### src/rtl/tone_seq_pkg.sv
// Shared state encoding, sample width and saturating clamp for tone_sequencer.
package tone_seq_pkg;
  typedef enum logic [1:0] {IDLE = 2'd0, LOAD = 2'd1, PLAY = 2'd2} state_t;

  localparam int SAMPLE_W = 32;
  localparam int ACC_W    = 64;
  localparam logic signed [ACC_W-1:0] SAT_MAX = 64'sh0000_0000_7FFF_FFFF;
  localparam logic signed [ACC_W-1:0] SAT_MIN = -SAT_MAX - 64'sd1;

  function automatic logic signed [SAMPLE_W-1:0] sat_clamp(input logic signed [ACC_W-1:0] v);
    if (v > SAT_MAX)      return 32'sh7FFF_FFFF;
    else if (v < SAT_MIN) return 32'sh8000_0000;
    else                  return v[SAMPLE_W-1:0];
  endfunction
endpackage

### src/rtl/tone_voice.sv
// One square-wave voice: phase counter, level toggle, rest detect, signed contribution.
// TONE_SEQ_DECAY_EN adds an amplitude halving every DECAY_PERIOD PLAY cycles.
module tone_voice
  import tone_seq_pkg::*;
#(
  parameter int          DIV_W = 21,
  parameter logic [31:0] AMP   = 32'd10000000
`ifdef TONE_SEQ_DECAY_EN
  , parameter int        DECAY_PERIOD = 1048576
`endif
) (
  input  logic                       clk,
  input  logic                       rst,
  input  logic                       i_load,
  input  logic                       i_play,
  input  logic [DIV_W-1:0]           i_half,
  output logic signed [SAMPLE_W-1:0] o_contrib
);
  logic [DIV_W-1:0]           r_half, r_phase;
  logic                       r_level;
  logic signed [SAMPLE_W-1:0] w_amp;

  always_ff @(posedge clk or posedge rst) begin
    if (rst) begin
      r_half  <= '0;
      r_phase <= '0;
      r_level <= 1'b0;
    end else if (i_load) begin
      r_half  <= i_half;
      r_phase <= '0;
      r_level <= 1'b1;
    end else if (i_play && r_half != '0) begin
      if (r_phase == r_half - DIV_W'(1)) begin
        r_phase <= '0;
        r_level <= ~r_level;
      end else begin
        r_phase <= r_phase + DIV_W'(1);
      end
    end
  end

`ifdef TONE_SEQ_DECAY_EN
  localparam int DC_W = (DECAY_PERIOD > 1) ? $clog2(DECAY_PERIOD) : 1;
  logic [DC_W-1:0]            r_dcnt;
  logic signed [SAMPLE_W-1:0] r_amp;

  always_ff @(posedge clk or posedge rst) begin
    if (rst) begin
      r_dcnt <= '0;
      r_amp  <= '0;
    end else if (i_load) begin
      r_dcnt <= '0;
      r_amp  <= signed'(AMP);
    end else if (i_play) begin
      if (r_dcnt == DC_W'(DECAY_PERIOD - 1)) begin
        r_dcnt <= '0;
        r_amp  <= r_amp >>> 1;
      end else begin
        r_dcnt <= r_dcnt + DC_W'(1);
      end
    end
  end
  assign w_amp = r_amp;
`else
  assign w_amp = signed'(AMP);
`endif

  // A resting voice (H=0) and every non-PLAY state contribute silence.
  assign o_contrib = (!i_play || r_half == '0) ? '0 : (r_level ? w_amp : -w_amp);
endmodule

### src/rtl/tone_sequencer.sv
// Multi-voice square-wave note sequencer feeding the Audio_Controller write port.
// Optional per-note amplitude decay is enabled by defining TONE_SEQ_DECAY_EN.
module tone_sequencer
  import tone_seq_pkg::*;
#(
  parameter int          N_VOICES     = 2,
  parameter int          SEQ_LEN      = 8,
  parameter int          DIV_W        = 21,
  parameter int          DUR_W        = 26,
  parameter logic [31:0] AMP          = 32'd10000000,
  parameter int          SAMPLE_DIV   = 1042,
  parameter int          DECAY_PERIOD = 1048576,
  localparam int         IDX_W        = (SEQ_LEN > 1) ? $clog2(SEQ_LEN) : 1,
  localparam int         VW           = (N_VOICES > 1) ? $clog2(N_VOICES) : 1
) (
  input  logic                CLOCK_50,
  input  logic                reset,
  input  logic                start,
  input  logic                stop,
  input  logic                loop,
  input  logic                prog_we,
  input  logic [IDX_W-1:0]    prog_addr,
  input  logic [VW-1:0]       prog_voice,
  input  logic [DIV_W-1:0]    prog_half,
  input  logic                prog_dur_we,
  input  logic [DUR_W-1:0]    prog_dur,
  input  logic                audio_out_allowed,
  output logic                write_audio_out,
  output logic [SAMPLE_W-1:0] sample_out,
  output logic                busy,
  output logic [IDX_W-1:0]    note_idx,
  output logic                done,
  output logic [15:0]         overruns
);
  localparam int SUM_W = SAMPLE_W + $clog2(N_VOICES) + 1;
  localparam int SD_W  = $clog2(SAMPLE_DIV + 1);

  // A non-positive decay period is a configuration error; flag it in the hierarchy.
  if (DECAY_PERIOD < 1) begin : g_bad_decay_period
  end

  state_t                     r_state;
  logic [IDX_W-1:0]           r_idx;
  logic [DUR_W-1:0]           r_dur;
  logic                       r_busy, r_done, r_wr;
  logic [15:0]                r_ovr;
  logic signed [SAMPLE_W-1:0] r_sample;
  logic [SD_W-1:0]            r_div;
  logic [DIV_W-1:0]           r_half_tbl [SEQ_LEN][N_VOICES];
  logic [DUR_W-1:0]           r_dur_tbl  [SEQ_LEN];

  logic signed [SAMPLE_W-1:0] w_contrib [N_VOICES];
  logic signed [SUM_W-1:0]    w_sum;
  logic signed [ACC_W-1:0]    w_acc;
  logic [DUR_W-1:0]           w_dur_ld;
  logic                       w_tick, w_load, w_play;

  always_ff @(posedge CLOCK_50 or posedge reset) begin
    if (reset) begin
      for (int a = 0; a < SEQ_LEN; a++) begin
        r_dur_tbl[a] <= '0;
        for (int v = 0; v < N_VOICES; v++) r_half_tbl[a][v] <= '0;
      end
    end else if (prog_we && r_state == IDLE) begin
      r_half_tbl[prog_addr][prog_voice] <= prog_half;
      if (prog_dur_we) r_dur_tbl[prog_addr] <= prog_dur;
    end
  end

  assign w_dur_ld = (r_dur_tbl[r_idx] == '0) ? DUR_W'(1) : r_dur_tbl[r_idx];

  always_ff @(posedge CLOCK_50 or posedge reset) begin
    if (reset) begin
      r_state <= IDLE;
      r_idx   <= '0;
      r_dur   <= '0;
      r_busy  <= 1'b0;
      r_done  <= 1'b0;
    end else begin
      r_done <= 1'b0;
      if (stop) begin
        r_state <= IDLE;
        r_busy  <= 1'b0;
      end else begin
        case (r_state)
          IDLE: if (start) begin
            r_state <= LOAD;
            r_busy  <= 1'b1;
            r_idx   <= '0;
          end
          LOAD: begin
            r_dur   <= w_dur_ld;
            r_state <= PLAY;
          end
          PLAY: if (r_dur == DUR_W'(1)) begin
            if (r_idx != IDX_W'(SEQ_LEN - 1)) begin
              r_idx   <= r_idx + IDX_W'(1);
              r_state <= LOAD;
            end else if (loop) begin
              r_idx   <= '0;
              r_state <= LOAD;
            end else begin
              r_state <= IDLE;
              r_busy  <= 1'b0;
              r_done  <= 1'b1;
            end
          end else begin
            r_dur <= r_dur - DUR_W'(1);
          end
          default: begin
            r_state <= IDLE;
            r_busy  <= 1'b0;
          end
        endcase
      end
    end
  end

  assign w_load = (r_state == LOAD);
  assign w_play = (r_state == PLAY);

  for (genvar g = 0; g < N_VOICES; g++) begin : g_voice
    tone_voice #(
      .DIV_W(DIV_W),
      .AMP(AMP)
`ifdef TONE_SEQ_DECAY_EN
      , .DECAY_PERIOD(DECAY_PERIOD)
`endif
    ) u_voice (
      .clk(CLOCK_50), .rst(reset), .i_load(w_load), .i_play(w_play),
      .i_half(r_half_tbl[r_idx][g]), .o_contrib(w_contrib[g])
    );
  end

  always_comb begin
    w_sum = '0;
    for (int v = 0; v < N_VOICES; v++)
      w_sum = w_sum + {{(SUM_W-SAMPLE_W){w_contrib[v][SAMPLE_W-1]}}, w_contrib[v]};
  end
  assign w_acc  = {{(ACC_W-SUM_W){w_sum[SUM_W-1]}}, w_sum};
  assign w_tick = (r_div == SD_W'(SAMPLE_DIV - 1));

  // Divider and sample register run in every state so the codec rate never stalls.
  always_ff @(posedge CLOCK_50 or posedge reset) begin
    if (reset) begin
      r_div    <= '0;
      r_wr     <= 1'b0;
      r_ovr    <= '0;
      r_sample <= '0;
    end else begin
      r_div    <= w_tick ? '0 : r_div + SD_W'(1);
      r_wr     <= w_tick & audio_out_allowed;
      r_sample <= sat_clamp(w_acc);
      if (w_tick && !audio_out_allowed && r_ovr != 16'hFFFF) r_ovr <= r_ovr + 16'd1;
    end
  end

  assign write_audio_out = r_wr;
  assign sample_out      = r_sample;
  assign busy            = r_busy;
  assign note_idx        = r_idx;
  assign done            = r_done;
  assign overruns        = r_ovr;
endmodule
### config.mk
export PLATFORM = sky130hd
export DESIGN_NAME = tone_sequencer
export DESIGN_NICKNAME = d
export VERILOG_FILES = /design/src/rtl/tone_seq_pkg.sv /design/src/rtl/tone_voice.sv /design/src/rtl/tone_sequencer.sv
export SDC_FILE = /design/constraint.sdc
export NUM_CORES = 1
export LEC_CHECK = 0
export CAP_MARGIN = 20
export CORE_MARGIN = 2
export CORE_UTILIZATION = 61
export CTS_BUF_LIST = sky130_fd_sc_hd__clkbuf_16
export DETAILED_ROUTE_END_ITERATION = 12
export GPL_TIMING_DRIVEN = 0
export PLACE_DENSITY = 0.79
export SLEW_MARGIN = 30
export SYNTH_ARGS = -nofsm -noshare
export SYNTH_HDL_FRONTEND = slang
export SYNTH_HIERARCHICAL = 1
export SYNTH_SLANG_ARGS = --single-unit
### constraint.sdc
create_clock -name CLOCK_50 -period 33 [get_ports CLOCK_50]
set_input_delay 6.6 -clock CLOCK_50 [delete_from_list [all_inputs] [get_ports CLOCK_50]]
set_output_delay 6.6 -clock CLOCK_50 [all_outputs]
set_load 0.01 [all_outputs]
==> metrics.md, run 1 <==
| Metric | Value |
|---|---|
| Status | `completed` |
| Area grow syn2layout | `13.1%` |
| Max_cap viols | `0` |
| Post-synth cell types | `109` |
| Die X | `248 µm` |
| Crit Path Class | `input pin to flip-flop` |
| H-tree levels | `3` |
| Final setup fails | `0` |
| Post-route setup TNS | `0 ns` |
| Clk slew on worst S/H paths | `0.06 ns` |
| Post-CTS setup buffer count | `0` |
| Synth top area share | `49.7%` |
| Clk buf depth | `3` |
| Met1 Routed Length | `38800 µm` |
| Die Ht | `248 µm` |
| WHS | `0.499 ns` |
| CTS-repair resized insts | `0` |
| RSZ-0062 raised after global routing | `false` |
| HP Class | `flip-flop to flip-flop` |
| GRT overflow | `0` |
| Buffers on Ports | `112` |
| Achievable Freq | `109 MHz` |
| Core Area | `59000 µm²` |
| Routed WL per cell | `23.5 µm` |
| Final hold vios | `0` |
| Startpoint types | `input pin` |
| Top cells by count, synth | `dfrtp_1, mux2_2, nand2_1` |
| First-pass GRT wire length | `144000 µm` |
| Worst-Margin Slew | `1.09 ns` |
| Maximum vdd drop | `0.0442 mV` |
| Total CTS buffers | `76` |
| Critical Path AT | `9.68 ns` |
| Ys flop type | `dfrtp_1` |
| Cts hold-fix bufs | `0` |
| Mapped Area | `36400 µm²` |
| Pins Over Slew Limit | `0` |
| CP Max Fanout | `10` |
| Crit path time final | `9.17 ns` |
| Met3 WL | `5320 µm` |
| Tcrit/Tclk final | `27.8%` |
| Clk root buf | `clkbuf_16` |
| Initial DRC count | `2215` |
| Vias in the first global route | `25400` |
| DP HPWL | `63200 µm` |
| Initial Utilization | `61.7%` |
| Most common cell in the synthesized netlist | `dfrtp_1` |
| Placer Congestion | `0.886` |
| Synth area leaders | `dfrtp_1, mux2_2, mux4_2, nand2_1, xnor2_1` |
| Fillcell total | `4001` |
| Slew margin rel. | `27.4%` |
| Post-Syn Instances | `2850` |
| Detail Route Antenna Nets | `0` |
| Syn avg cell area | `12.8 µm²` |
| Crit. End Element | `flip-flop` |
| Rows | `89` |
| Leak Pwr | `18.3 nW` |
| DRT Wirelength | `91300 µm` |
| Sequential element share of the synthesized area | `49.7%` |
| DRT Pass-1 Iters | `6` |
| Ys async rst share | `100%` |
| Metal2 WL | `44500 µm` |
| R2R setup slack | `26.98 ns` |
| Die ar. | `61700 µm²` |
| Global Route Usage Sum | `30.4%` |
| Io pins | `113` |
| Post-synth EDFFs | `0` |
| Share of cells above drive strength 1 | `31.7%` |
| Post-Route Skew | `0.0238 ns` |
| DRC Markers | `0` |
| Area leader, netlist | `dfrtp_1` |
| Nets | `3164` |
| P per Cell Area | `66.6 nW/µm²` |
| Crit path required time | `33.50 ns` |
| CTS tree | `built` |
| Yosys warns | `6` |
| Yosys reg bits | `723` |
| Initial antenna violation count | `10` |
| DR top layer | `met5` |
| Vias | `24700` |
| Worst-Skew Late Latency | `0.63 ns` |
| Post-DR vias/cell | `6.35` |
| Sink Count | `723` |
| Largest net degree at the start of global routing | `103` |
## metrics by stage
| step | util, % | power [W] | instances | setup slack, ns | cell area (µm²) |
|---|---|---|---|---|---|
| detailed placement | 65.8 | 0.00191 | 3756 | 23.19 | 38800 |
| global route | 69.8 | 0.00287 | 3890 | 23.70 | 41200 |
| floorplan | - | 0.00172 | 2862 | 8.56 | 36500 |
| finish | 69.8 | 0.00274 | 3891 | 23.83 | 41200 |
| global placement | 65.3 | 0.00186 | 3747 | 2.91 | 38600 |
| CTS | 69.8 | 0.00274 | 3887 | 23.83 | 41200 |
## routing by layer
layer / track usage [%] / vias to the layer above
met5: 0 / -
met2: 49.0 / 825
met3: 5.18 / 178
met4: 10.9 / 12
li1: - / 10800
met1: 42.0 / 12900
## final cells by class
cell class	count	area, µm²	share of cell area [%]
tap	773	967	2.35
clock inverter	54	443	1.07
clock buffer	77	1930	4.68
sequential	723	18100	43.9
antenna	4	10.0	0.0243
inverter	39	154	0.373
multi-input combinational	1877	17100	41.5
timing repair buffer	121	1350	3.29
buffer	223	1170	2.83
## report_power, final
| part | internal (W) | total [W] | switching [W] |
|---|---|---|---|
| Clock | 0.000471 | 0.000829 | 0.000358 |
| Sequential | 0.00110 | 0.00125 | 0.000145 |
| Combinational | 0.000356 | 0.000666 | 0.000310 |
## kinds of logic (layout without fill, tap and decap cells)
kind of cell / count (synthesis) / after routing / synth area share, %
AOI/OAI and AO/OA: 297 / 297 / 5.77
xor gates and xnor gates: 135 / 135 / 3.25
adders and majority gates: 48 / 48 / 1.64
buffers and inverters: 262 / 514 / 3.60
DFF: 723 / 723 / 49.7
muxes: 751 / 751 / 27.3
other: 2 / 18 / 0.0206
and+or+nand+nor: 632 / 632 / 8.74
## cell usage in the layout (no fill, tap or decap), types with 67 or more instances in the layout
cell,instances
clkbuf_1,103
clkbuf_16,77
clkdlybuf4s50_1,112
dfrtp_1,723
mux2_2,583
mux4_2,136
nand2_1,242
nor2_1,116
o21ai_0,67
xnor2_1,74
## worst max-delay path, stage by stage
cell,delay (ns)
clkdlybuf4s50_1,0.46
nor3b_2,0.51
nand2_1,0.23
nor2_1,0.80
clkbuf_1,0.65
mux2_2,0.42
## path summary, 6_finish.rpt
check                      depth (start not counted)                         end                                      from
setup / recovery                                   6  r_dur_tbl[107]$_DFFE_PP0P_                                   prog_we
max in group asynchronous                          5  r_dur_tbl[200]$_DFFE_PP0P_                                     reset
hold reg to reg                                    1          r_div[9]$_DFF_PP0_                        r_div[9]$_DFF_PP0_
setup reg to reg                                  21    sample_out[23]$_DFF_PP0_  g_voice[0].u_voice/r_half[0]$_DFFE_PP0P_
hold / removal                                     1          r_div[9]$_DFF_PP0_                        r_div[9]$_DFF_PP0_
min in group asynchronous                          2  r_half_tbl[81]$_DFFE_PP0P_                                     reset
## state kept, by name, indices dropped and copies added (netlist names)
name / flops
r_half_tbl: 336
r_dur_tbl: 208
g_voice.u_voice/r_half: 42
g_voice.u_voice/r_phase: 42
sample_out: 32
r_dur: 26
overruns: 16
r_div: 11
note_idx: 3
g_voice.u_voice/r_level: 2
r_state: 2
busy: 1
done: 1
write_audio_out: 1
Power figures use the tool's default switching activity.
==> run 2: changes to the inputs <==
- CORE_UTILIZATION: 61 -> 56
- PLACE_DENSITY: 0.79 -> 0.77
- clock period: 33 -> 8.3 ns (I/O delays scaled with it)
==> run 2 against run 1 <==
Sequential power rose to 4.0 times the previous value. Non-clock buffer count up 19. Clock power rose to 4.2 times the previous value. Sequential share of layout area down 0.70 points. Via count down 0.41%.
==> metrics.md, run 2 (synthesized netlist as in run 1, its figures left out) <==
| Metric | Value |
|---|---|
| Crit. End Element | `flip-flop` |
| Top Registers | `r_half_tbl x336, r_dur_tbl x208` |
| Initial antenna violation count | `8 (-2)` |
| Crit-path max cell delay | `0.68 ns (-0.12 ns)` |
| Area grow syn2layout | `14.9%` |
| DRC Markers | `0 (unchanged)` |
| Flop pwr share | `44.6% (-0.9 points)` |
| Clk root buf | `clkbuf_16` |
| Rows | `93 (+4.5%)` |
| Crit path buffers/inverters | `6 (+4)` |
| Post-route setup TNS | `0 ns (unchanged)` |
| Status | `completed` |
| Clk buf depth | `3 (unchanged)` |
| Detail Route Antenna Nets | `0 (unchanged)` |
| Core Area | `64300 µm² (+9.0%)` |
| Crit path cell chain | `clkbuf_1, or4_1, or4_1, o21ai_2, inv_1, buf_2, and2_1, buf_4, ha_1, clkbuf_1, nand2_1, nor4_1, nand2_1, a211o_1, a311oi_4, or2_2, mux2_4, buf_4, a21o_1` |
| Post-Route Skew | `0.0218 ns (-0.00202 ns)` |
| Final setup fails | `0 (unchanged)` |
| H-tree levels | `3 (unchanged)` |
| P per Cell Area | `265 nW/µm² (+300%)` |
| Nets | `3183 (+0.60%)` |
| Pins Over Slew Limit | `0 (unchanged)` |
| Post-CTS setup buffer count | `0 (unchanged)` |
| Sw Ratio | `29.3% (-0.40 points)` |
| Achievable Freq | `164 MHz` |
| Tcrit/Tclk final | `73.7%` |
| GRT overflow | `0 (unchanged)` |
| Startpoint types | `flip-flop` |
| Largest Register | `r_half_tbl` |
| DRT Wirelength | `92000 µm (+0.72%)` |
| Total CTS buffers | `76 (unchanged)` |
| Sink Count | `723 (unchanged)` |
| Max reg flops | `336 (unchanged)` |
| Post-DR vias/cell | `6.15 (-3.1%)` |
| CP Max Fanout | `10 (unchanged)` |
| Clk slew on worst S/H paths | `0.06 ns (about the same)` |
| Die Ht | `259 µm (+4.3%)` |
| Internal power | `0.00784 W (+310%)` |
| Design area | `41900 µm² (+1.6%)` |
| Largest net degree at the start of global routing | `34 (-67%)` |
| Die X | `259 µm (+4.3%)` |
| NetSw | `0.00324 W (+300%)` |
| Clock power share | `31.3% (+1.1 points)` |
| Crit Path Class | `flip-flop to flip-flop` |
| DRT Pass-1 Iters | `5 (-1)` |
| Vias | `24600 (-0.41%)` |
| DP Area | `39300 µm² (+1.3%)` |
| Gate power share | `24.1% (-0.2 points)` |
| Max_cap viols | `0 (unchanged)` |
| Slew margin rel. | `27.8% (+0.40 points)` |
| Buffers on Ports | `112 (unchanged)` |
| Crit path required time | `8.80 ns (-24.70 ns)` |
| Initial DRC count | `2111 (-4.7%)` |
| HP Class | `flip-flop to flip-flop` |
| Io pins | `113 (unchanged)` |
| Maximum vdd drop | `0.269 mV (+510%)` |
| Crit path time final | `6.12 ns` |
| Worst-Margin Slew | `1.08 ns (-0.00594 ns)` |
| Most common cell after layout, fill and taps aside | `dfrtp_1` |
| Leak Pwr | `18.6 nW (+1.5%)` |
| CTS tree | `built` |
| Placer Congestion | `0.879 (-0.85%)` |
| Critical Path AT | `6.61 ns (-3.07 ns)` |
| CTS-repair resized insts | `0 (unchanged)` |
| Slowest cell on crit path | `or4_1` |
| First-pass GRT wire length | `145000 µm (+0.42%)` |
| Vias in the first global route | `25600 (+0.73%)` |
| DP HPWL | `65500 µm (+3.6%)` |
| Most frequent cells in the layout | `dfrtp_1, mux2_2, nand2_1` |
| Share of cells above drive strength 1 | `32.2% (+0.47 points)` |
| Final hold vios | `0 (unchanged)` |
| Cts hold-fix bufs | `0 (unchanged)` |
| Die ar. | `67100 µm² (+8.8%)` |
| Global Route Usage Sum | `27.8% (-2.6 points)` |
| RSZ-0062 raised after global routing | `false` |
| Routed WL per cell | `23.0 µm (-2.0%)` |
| CP top delay family | `simple AND/OR/NAND/NOR gates` |
| Initial Utilization | `56.6% (-5.1 points)` |
| Worst-Skew Late Latency | `0.64 ns (about the same)` |
==> run 2: cell types whose count changed in the layout (fill, tap and decap cells not counted), moves of 2 or more <==
cell,change
clkinv_4,-2
inv_16,+2
bufinv_16,+5
buf_12,+14
inv_1,+2
inv_6,+2
buf_16,+4
clkinv_8,-2
==> run 2: metal layers <==
metal  vias up  wire (µm)  GRT usage [%]
met5         -         53              0
met4         8       2930           10.2
met3       187       6640           6.53
met2       866      44200           44.8
met1     12700      38100           37.0
li1      10800          -              -
==> run 2: worst paths after layout <==
| path | from | end | slack, ns | cells past startpoint |
|---|---|---|---|---|
| hold / removal | overruns[11]$_DFFE_PP0P_ | overruns[11]$_DFFE_PP0P_ | 0.49 | 1 |
| min in group asynchronous | reset | g_voice[1].u_voice/r_half[17]$_DFFE_PP0P_ | 1.64 | 2 |
| setup reg to reg | g_voice[0].u_voice/r_half[12]$_DFFE_PP0P_ | sample_out[21]$_DFF_PP0_ | 2.18 | 19 |
| max in group asynchronous | reset | r_dur_tbl[138]$_DFFE_PP0P_ | 4.58 | 10 |
| hold reg to reg | overruns[11]$_DFFE_PP0P_ | overruns[11]$_DFFE_PP0P_ | 0.49 | 1 |
| setup / recovery | g_voice[0].u_voice/r_half[12]$_DFFE_PP0P_ | sample_out[21]$_DFF_PP0_ | 2.18 | 19 |
==> run 2: per-stage QoR <==
stage / utilization [%] / setup WS, ns / hold WS [ns] / std cells / power [W]
floorplan: - / -2.06 / 0.456 / 2862 / 0.00684
global placement: 60.1 / -5.38 / 0.473 / 3829 / 0.00740
detailed placement: 61.1 / 2.30 / 0.481 / 3857 / 0.00763
CTS: 65.0 / 2.25 / 0.495 / 3995 / 0.0111
global route: 65.1 / 1.90 / 0.511 / 3998 / 0.0116
finish: 65.1 / 2.18 / 0.490 / 4000 / 0.0111
==> run 2: area by class of cell <==
cell class | count | area, µm²
diodes | 5 | 12.5
plain buffers | 223 | 1170
repair buffers | 140 | 1760
flip-flops and latches | 723 | 18100
clock inverters | 62 | 632
inverters | 39 | 150
fillers | 4571 | 22500
multi-input cells | 1877 | 17100
well taps | 855 | 1070
clock buffers | 76 | 1900
==> run 2: power groups by stage <==
stage	logic, W	clock network [W]	registers (W)
after CTS	0.00267	0.00352	0.00492
after global placement	0.00249	0	0.00491
after global routing	0.00290	0.00367	0.00503
after detailed placement	0.00265	0	0.00498
final	0.00268	0.00347	0.00494
after floorplan	0.00203	0	0.00481
==> run 3: changes to the inputs <==
- clock period: 8.3 -> 5.2 ns (I/O delays scaled with it)
==> run 3 against run 2 <==
Sequential cell count did not move. Critical path depth shrank 3. Die area stayed put. Critical path type unchanged. Largest cell class unchanged. Highest routed layer unchanged.
==> metrics.md, run 3 (synthesized netlist as in run 1, its figures left out) <==
| Metric | Value |
|---|---|
| Initial Utilization | `56.6% (unchanged)` |
| Critical Path AT | `5.53 ns (-1.08 ns)` |
| Most frequent cells in the layout | `dfrtp_1, mux2_2, nand2_1` |
| Final worst slack | `0.152 ns (-2.03 ns)` |
| Max reg flops | `336 (unchanged)` |
| RSZ-0062 raised after global routing | `false` |
| Core Area | `64300 µm² (unchanged)` |
| WHS | `0.489 ns (-0.000989 ns)` |
| Vias | `24600 (+0.028%)` |
| Initial antenna violation count | `8 (unchanged)` |
| Max_cap viols | `0 (unchanged)` |
| DP HPWL | `65500 µm (unchanged)` |
| Clk buf depth | `3 (unchanged)` |
| Nets | `3186 (+0.094%)` |
| Pins Over Slew Limit | `0 (unchanged)` |
| Cts hold-fix bufs | `0 (unchanged)` |
| Achievable Freq | `198 MHz (+21%)` |
| Non-filler instance count after layout | `4003 (+0.075%)` |
| Maximum vdd drop | `0.432 mV (+61%)` |
| DP Area | `39300 µm² (unchanged)` |
| DRC Markers | `0 (unchanged)` |
| Vias in the first global route | `25700 (+0.25%)` |
| HP Class | `flip-flop to flip-flop` |
| Design area | `42000 µm² (+0.37%)` |
| Clk slew on worst S/H paths | `0.06 ns (about the same)` |
| CTS tree | `built` |
| Inst Count DP | `3857 (unchanged)` |
| Top Registers | `r_half_tbl x336, r_dur_tbl x208` |
| Initial DRC count | `2126 (+0.71%)` |
| Status | `completed` |
| Routed WL per cell | `23.0 µm (about the same)` |
| Die Ht | `259 µm (unchanged)` |
| First-pass GRT wire length | `145000 µm (+0.11%)` |
| Final hold vios | `0 (unchanged)` |
| Rows | `93 (unchanged)` |
| CP Max Fanout | `10 (unchanged)` |
| Largest Register | `r_half_tbl` |
| Startpoint types | `flip-flop` |
| Crit path time final | `5.05 ns (-1.07 ns)` |
| Clk root buf | `clkbuf_16` |
| Buffers on Ports | `112 (unchanged)` |
| Placer Congestion | `0.879 (unchanged)` |
| DRT Pass-1 Iters | `5 (unchanged)` |
| Largest net degree at the start of global routing | `34 (unchanged)` |
| Crit Path Class | `flip-flop to flip-flop` |
| Tcrit/Tclk final | `97.1% (+23 points)` |
| Worst-Skew Late Latency | `0.64 ns (about the same)` |
| Sink Count | `723 (unchanged)` |
| DRT Wirelength | `92100 µm (+0.13%)` |
| Die ar. | `67100 µm² (unchanged)` |
| Worst-Margin Slew | `1.01 ns (-0.0732 ns)` |
| Final setup fails | `0 (unchanged)` |
| Total CTS buffers | `76 (unchanged)` |
| Share of cells above drive strength 1 | `32.9% (+0.73 points)` |
| Most common cell after layout, fill and taps aside | `dfrtp_1` |
| Global Route Usage Sum | `27.9% (+0.051 points)` |
| Crit path required time | `5.69 ns (-3.11 ns)` |
| Die X | `259 µm (unchanged)` |
| Detail Route Antenna Nets | `0 (unchanged)` |
| Io pins | `113 (unchanged)` |
| H-tree levels | `3 (unchanged)` |
| Crit. End Element | `flip-flop` |
| Post-place setup slack | `-0.798 ns (-3.10 ns)` |
| Slew margin rel. | `32.7% (+4.9 points)` |
| Post-DR vias/cell | `6.15 (about the same)` |
| Area grow syn2layout | `15.4%` |
| Post-Route Skew | `0.0234 ns (+0.00164 ns)` |
| P per Cell Area | `422 nW/µm² (+59%)` |
| GRT overflow | `0 (unchanged)` |
| Leak Pwr | `18.6 nW (+0.27%)` |
## run 3: final timing paths
kind / start / slack, ns / endpoint / depth (start not counted)
max: g_voice[0].u_voice/r_half[12]$_DFFE_PP0P_ / 0.15 / sample_out[26]$_DFF_PP0_ / 16
min: overruns[11]$_DFFE_PP0P_ / 0.49 / overruns[11]$_DFFE_PP0P_ / 1
max reg2reg: g_voice[0].u_voice/r_half[12]$_DFFE_PP0P_ / 0.15 / sample_out[26]$_DFF_PP0_ / 16
min reg2reg: overruns[11]$_DFFE_PP0P_ / 0.49 / overruns[11]$_DFFE_PP0P_ / 1
max in group asynchronous: reset / 2.10 / r_dur_tbl[138]$_DFFE_PP0P_ / 10
min in group asynchronous: reset / 1.02 / g_voice[1].u_voice/r_half[17]$_DFFE_PP0P_ / 2
## run 3: repair_timing
action | in CTS | in global routing
pin swaps | 5 | 3
buffers inserted | 5 | 2
resized for setup | 11 | 16
endpoints found under the setup margin | 32 | 31
## run 3: layout make-up
type,instances,area (µm²)
antenna,5,12.5
buffer,219,1150
clock buffer,76,1900
clock inverter,62,632
fill,4545,22300
inverter,39,154
multi-input combinational,1877,17200
sequential,723,18100
tap,855,1070
timing repair buffer,147,1810
## run 3: critical path, cell delays in order (launching register included)
cell and delay [ns]:
dfrtp_2 0.42, or4_4 0.58, or4_4 0.53, o21ai_4 0.20
inv_1 0.10, buf_4 0.21, and2_2 0.27, buf_4 0.14
ha_1 0.33, a21o_1 0.27, a211o_1 0.30, or3_1 0.30
or3_1 0.38, a31o_2 0.22, a21oi_1 0.18, xnor2_1 0.11
maj3_1 0.37
## run 3: metal layers
layer	vias to the layer above	track usage, %	share of wire (%)
met4	8	10.3	3.1
met1	12800	37.0	41
met3	191	6.59	7.1
met2	830	44.9	48
met5	-	0	0.058
li1	10800	-	-
## run 3: per-stage QoR
step	power, W	utilization, %	TNS, ns
floorplan	0.0109	-	-2892.47
global placement	0.0118	60.1	-4972.36
detailed placement	0.0122	61.1	-22.63
CTS	0.0178	65.2	0
global route	0.0186	65.3	0
finish	0.0177	65.3	0
## run 3: report_power, final
group	switching [W]	internal [W]
sequential	0.000908	0.00699
clock	0.00230	0.00324
combinational	0.00199	0.00232
